==> src/rtl/rr_priority_arbiter_if.sv <==
// Request/grant bundle between a set of requesters plus a grant consumer and the arbiter.
// The master side drives requests and acks; the slave side (arbiter) offers registered grants.
interface rr_priority_arbiter_if #(
  parameter int NUM_REQ = 16,
  parameter int IDX_W   = 4
);
  logic               enable;
  logic [NUM_REQ-1:0] req;
  logic               grant_ack;
  logic               grant_valid;
  logic [IDX_W-1:0]   grant_idx;
  logic [NUM_REQ-1:0] grant_onehot;

  modport master (
    output enable, req, grant_ack,
    input  grant_valid, grant_idx, grant_onehot
  );

  modport slave (
    input  enable, req, grant_ack,
    output grant_valid, grant_idx, grant_onehot
  );
endinterface

==> src/rtl/rr_priority_arbiter.sv <==
// Registered request arbiter: rotating priority (ROUND_ROBIN=1) or fixed lowest-index priority.
// A grant is held stable until acked; on the ack cycle a new winner is chosen with no idle gap.
module rr_priority_arbiter #(
  parameter int NUM_REQ     = 16,
  parameter int IDX_W       = 4,
  parameter int ROUND_ROBIN = 1
) (
  input  logic                  clk,
  input  logic                  rst,
  rr_priority_arbiter_if.slave  bus
);

  typedef enum logic {
    IDLE = 1'b0,
    HOLD = 1'b1
  } state_e;

  state_e             state_q, state_d;
  logic [IDX_W-1:0]   ptr_q, ptr_d;
  logic [IDX_W-1:0]   grantIdx_q, grantIdx_d;
  logic [NUM_REQ-1:0] grantOnehot_q, grantOnehot_d;

  logic               arbPoint;
  logic               found;
  logic [IDX_W-1:0]   scanBase;
  logic [IDX_W-1:0]   cand;
  logic [IDX_W-1:0]   winner;

  always_ff @(posedge clk) begin
    if (rst) begin
      state_q       <= IDLE;
      ptr_q         <= '0;
      grantIdx_q    <= '0;
      grantOnehot_q <= '0;
    end else begin
      state_q       <= state_d;
      ptr_q         <= ptr_d;
      grantIdx_q    <= grantIdx_d;
      grantOnehot_q <= grantOnehot_d;
    end
  end

  // The scan uses the already-advanced pointer so an ack can hand over in the same cycle.
  always_comb begin
    state_d       = state_q;
    ptr_d         = ptr_q;
    grantIdx_d    = grantIdx_q;
    grantOnehot_d = grantOnehot_q;
    found         = 1'b0;
    winner        = '0;
    cand          = '0;

    arbPoint = (state_q == IDLE) || bus.grant_ack;

    if ((state_q == HOLD) && bus.grant_ack) begin
      ptr_d = grantIdx_q + IDX_W'(1);
    end

    scanBase = (ROUND_ROBIN != 0) ? ptr_d : '0;

    for (int k = 0; k < NUM_REQ; k++) begin
      cand = scanBase + IDX_W'(k);
      if (!found && bus.req[cand]) begin
        found  = 1'b1;
        winner = cand;
      end
    end

    if (arbPoint) begin
      if (bus.enable && found) begin
        state_d               = HOLD;
        grantIdx_d            = winner;
        grantOnehot_d         = '0;
        grantOnehot_d[winner] = 1'b1;
      end else begin
        state_d       = IDLE;
        grantIdx_d    = '0;
        grantOnehot_d = '0;
      end
    end
  end

  assign bus.grant_valid  = (state_q == HOLD);
  assign bus.grant_idx    = grantIdx_q;
  assign bus.grant_onehot = grantOnehot_q;

endmodule

==> src/flat_wrapper.sv <==
// flat-port wrapper written by rule: the top's interface ports become plain ports
module rr_priority_arbiter_flat 
#(
  parameter int NUM_REQ     = 16,
  parameter int IDX_W       = 4,
  parameter int ROUND_ROBIN = 1
)
  (clk, rst, bus_enable, bus_req, bus_grant_ack, bus_grant_valid, bus_grant_idx, bus_grant_onehot);
  rr_priority_arbiter_if #(.NUM_REQ(NUM_REQ), .IDX_W(IDX_W)) bus_i ();
  input  logic clk;
  input  logic rst;
  input wire logic [$bits(bus_i.enable)-1:0] bus_enable;
  input wire logic [$bits(bus_i.req)-1:0] bus_req;
  input wire logic [$bits(bus_i.grant_ack)-1:0] bus_grant_ack;
  output wire logic [$bits(bus_i.grant_valid)-1:0] bus_grant_valid;
  output wire logic [$bits(bus_i.grant_idx)-1:0] bus_grant_idx;
  output wire logic [$bits(bus_i.grant_onehot)-1:0] bus_grant_onehot;
  assign bus_i.enable = bus_enable;
  assign bus_i.req = bus_req;
  assign bus_i.grant_ack = bus_grant_ack;
  assign bus_grant_valid = bus_i.grant_valid;
  assign bus_grant_idx = bus_i.grant_idx;
  assign bus_grant_onehot = bus_i.grant_onehot;
  rr_priority_arbiter #(.NUM_REQ(NUM_REQ), .IDX_W(IDX_W), .ROUND_ROBIN(ROUND_ROBIN)) u_core (.clk(clk), .rst(rst), .bus(bus_i));
endmodule
==> config.mk <==
export PLATFORM = sky130hd
export DESIGN_NAME = rr_priority_arbiter_flat
export DESIGN_NICKNAME = d
export VERILOG_FILES = /design/src/rtl/rr_priority_arbiter_if.sv /design/src/rtl/rr_priority_arbiter.sv /design/src/flat_wrapper.sv
export SDC_FILE = /design/constraint.sdc
export NUM_CORES = 1
export LEC_CHECK = 0
export CORE_UTILIZATION = 30
export CTS_CLUSTER_SIZE = 25
export DETAILED_ROUTE_END_ITERATION = 8
export HOLD_SLACK_MARGIN = 0.1
export PLACE_DENSITY = 0.59
export SLEW_MARGIN = 10
export SYNTH_ARGS = -nofsm -noshare
export SYNTH_HDL_FRONTEND = slang
export SYNTH_SLANG_ARGS = --single-unit
==> constraint.sdc <==
create_clock -name clk -period 5.8 [get_ports clk]
set_input_delay 1.45 -clock clk [delete_from_list [all_inputs] [get_ports clk]]
set_output_delay 1.45 -clock clk [all_outputs]
set_load 0.02 [all_outputs]
==> metrics.md <==
| Metric | Value |
|---|---|
| Post-synth top area share | `roughly 14%` |
| Port buffer count | `40` |
| Setup violators final | `0` |
| Drt wl/cell | `about 19 um` |
| Run status | `finished clean` |
| Initial Util | `a little under a third` |
| Antenna cells | `0` |
| Clk_lat worst skew | `0.26 ns` |
| Largest family of logic cells by synthesized area | `compound AO/OA/AOI/OAI gates` |
| Worst EP required | `approximately 6.0 ns` |
| #FFs+latches synth | `25` |
| Vias | `a little under 4000` |
| Clk sinks | `25` |
| CP max stage cell | `clkdlybuf4s50_1` |
| Share of cells above drive strength 1 | `19.19%` |
| Avg Inst Size Synth | `~7.9 sq um` |
| Ports | `about 40` |
| First drt pass iteration count | `5` |
| Reg2reg setup slack | `~1.3 ns` |
| Crit path kind | `in -> reg` |
| Final Hold Viols | `0` |
| P_sw | `0.0005273 W` |
| Clock skew | `roughly 0.0042 ns` |
| Ranking of synthesized cells by area | `dfxtp_1, nand3_1, mux2i_1, nand2_1, a21oi_1` |
| CTS Root Buffer Type | `clkbuf_16` |
| Period utilization | `between 90% and 100%` |
| Post-synthesis cell area | `between 3000 and 4000 sq um` |
| Max-cap viol count | `0` |
| Post-DP Area | `4312 sq um` |
| Max Clk Rate | `~0.18 GHz` |
| Worst path max stage delay | `about 0.56 ns` |
| Vias per Instance | `5.974` |
| Relative slew margins | `37.26%` |
| Comb power frac | `68.8%` |
| Placed insts | `655` |
| Worst R2R Start | `u_core.bus.grant_valid` |
| Delay-heaviest family, CP | `compound AO/OA/AOI/OAI gates` |
| CP Max Fanout | `9` |
| Die width | `112.1 um` |
| Worst VDD drop | `around 0.00013 V` |
| Synth Area in XOR/XNOR | `under 10%` |
| Core box area | `11610 sq um` |
| Clk slew on worst S/H paths | `0.06 ns` |
| HP Class | `reg -> reg` |
| Post-layout util | `between 30 and 40%` |
| Fraction of synthesized area in multiplexers | `roughly an eighth` |
| Hold Path End | `u_core.bus.grant_onehot[3]` |
| Top_reg_cell synth | `dfxtp_1` |
| Drt drc | `0` |
| Top cells by count, synth | `nand3_1, nand2_1, a21oi_1, nor2_1, dfxtp_1` |
| Post-synth EDFFs | `0` |
| TritonCTS clock tree | `built` |
| Cell row count | `39` |
| Final ANT Viol Nets | `0` |
| Ys async rst share | `0%` |
| Pre-CTS setup slack | `-0.04012 ns` |
| Switch share | `between 40% and 50%` |
| Crit path time final | `5.558 ns` |
| Final wirelength | `between 10 and 15 mm` |
| P_int | `around 0.00058 W` |
| Critical path buffers and inverters | `2` |
| Cell with the most instances after synthesis | `nand3_1` |
| Largest net degree at the start of global routing | `29` |
| Final global-route overflow total | `0` |
| FF-to-FF End | `u_core.bus.grant_onehot[12]` |
| Final HPWL DP | `approximately 10 mm` |
| Layout overhead on the synthesized area | `21.08%` |
| Register area share after synthesis | `13.76%` |
| Simple-gate share of the synthesized area | `29.71%` |
| Total CTS buffers | `3` |
| Post-CTS Setup Inserts | `0` |
| Worst Setup End Kind | `flop` |
| Count of pins over their slew limit | `0` |
| Number of global-route vias before repair | `between 3000 and 4000` |
| Design area | `between 4000 and 5000 sq um` |
| Synth Warn # | `0` |
| Compound-Gate Fraction of Synth Area | `around a third` |
| WP data arrival | `5.71 ns` |
| Hold Startpoint | `u_core.bus.grant_onehot[3]` |
| Clock share of power | `between 10 and 15%` |
| Pwr Density | `between 200 and 300 nW/um^2` |
| Worst slew pin tran | `around 0.94 ns` |
| Hold Buf Count CTS | `0` |
| Final GP Congestion | `0.9648` |
| Post-synth cell types | `between 80 and 90` |
| Global-route wire length before repair | `~20 mm` |
| CP startpoint kind | `input pin` |
| Area leader, netlist | `dfxtp_1` |
| Initial antenna violation count | `0` |
| Post-synthesis cell count | `463` |
| Die height | `112.1 um` |
| Static leakage | `around 1.7 nW` |
| Total track usage | `about 20%` |
| Layout Nets | `between 500 and 600` |
| Seq pwr share | `17.2%` |
| CTS max path bufs | `2` |
| Final WS setup | `0.2419 ns` |
| Adder-Cell Fraction of Synth Area | `around 1.0%` |
| H-tree levels | `1` |
| Post_cts resized | `0` |
| Die area | `12570 sq um` |
| FF-to-FF path depth | `14` |
| CP Cell Sequence | `clkdlybuf4s50_1 -> nand2_4 -> mux2_4 -> ha_1 -> buf_4 -> xnor2_2 -> mux2i_1 -> o21ai_1 -> a21oi_4 -> nand4_4 -> nand2b_1 -> nor3_1 -> a2bb2oi_2 -> and3b_1 -> a22o_1` |
| Number of DRC markers in iteration 0 | `~420` |
| Post-Layout Cell Count | `~660` |
| Post-Syn Nets | `486` |
| RSZ-0062 raised after global routing | `false` |
| Worst hold path depth | `2` |
-- how the worst max path moves through the flow --
stage,from,end,cells after the start
2_1_floorplan,bus_grant_ack,u_core.bus.grant_onehot[4],18
4_1_cts,bus_grant_ack,u_core.bus.grant_onehot[2],14
3_5_place_dp,bus_grant_ack,u_core.bus.grant_onehot[2],14
6_report,bus_grant_ack,u_core.bus.grant_onehot[12],15
5_1_grt,bus_grant_ack,u_core.bus.grant_onehot[13],15
3_3_place_gp,bus_grant_ack,u_core.bus.grant_onehot[2],14
-- routing by layer --
layer	global-route usage (%)	wire, um	up-vias
met4	5.956	304	0
met5	0	0	-
met3	2.862	850	23
met2	31.22	5514	169
li1	-	-	1894
met1	29.27	5905	1851
-- power by group through the flow --
stage                     sequential, W  combinational, W  clock, W
after global routing           0.000192          0.000817  0.000169
after floorplan                0.000201          0.000516         0
after detailed placement       0.000194          0.000740         0
after CTS                      0.000191          0.000743  0.000157
final                          0.000191          0.000763  0.000155
after global placement         0.000194          0.000743         0
-- state kept, by name, indices dropped and copies added, names as in the netlist --
name                     cells
u_core.ptr_q                 4
u_core.bus.grant_onehot     16
u_core.bus.grant_valid       1
u_core.bus.grant_idx         4
-- cell type report --
class                      count  area (sq um)
clock buffer                   4         78.83
fill                        1227          7208
inverter                       8         32.53
multi-input combinational    405          2959
sequential                    25         500.5
tap                          143         178.9
timing repair buffer          74         655.6
-- worst min-delay path, stage by stage, from the launching register on --
cell and delay (ns):
dfxtp_1 0.31, nand2_1 0.05, o21ai_1 0.05
-- placed cells by master, fill, tap and decap left out, types with 4 or more instances in the layout --
cell type,Yosys,layout
or2_2,6,6
mux2_2,11,11
and2_1,16,16
a211oi_1,17,17
xnor2_2,5,4
o22ai_1,4,4
a31oi_1,5,5
nand2_1,35,35
o21a_1,4,4
nor2_1,26,26
a22oi_1,6,6
nor3_1,11,11
o21ai_0,22,22
o21ai_1,14,13
inv_1,6,6
and3_1,13,13
xnor2_1,12,12
mux2i_1,19,19
buf_4,4,34
clkdlybuf4s50_1,0,40
nand2b_1,5,5
mux4_2,4,4
nor4_1,4,4
dfxtp_1,25,25
a21oi_1,26,26
o211ai_1,5,5
a22o_1,8,8
a211o_1,4,4
nand3_1,39,39
-- cell families after synthesis --
logic type,Yosys count
and+or+nand+nor,186
AOI/OAI and AO/OA,161
muxes,36
buffers and inverters,33
DFF,25
xor gates and xnor gates,19
adders and majority gates,3
-- stage by stage --
stage / hold slack, ns / setup TNS [ns] / total power [W]
floorplan: 0.5239 / 0 / 0.0007173
global placement: 0.4389 / -0.3516 / 0.0009369
detailed placement: 0.4423 / -0.09804 / 0.0009342
CTS: 0.4510 / 0 / 0.001091
global route: 0.4691 / 0 / 0.001178
finish: 0.4449 / 0 / 0.001109
Power figures use the tool's default switching activity.
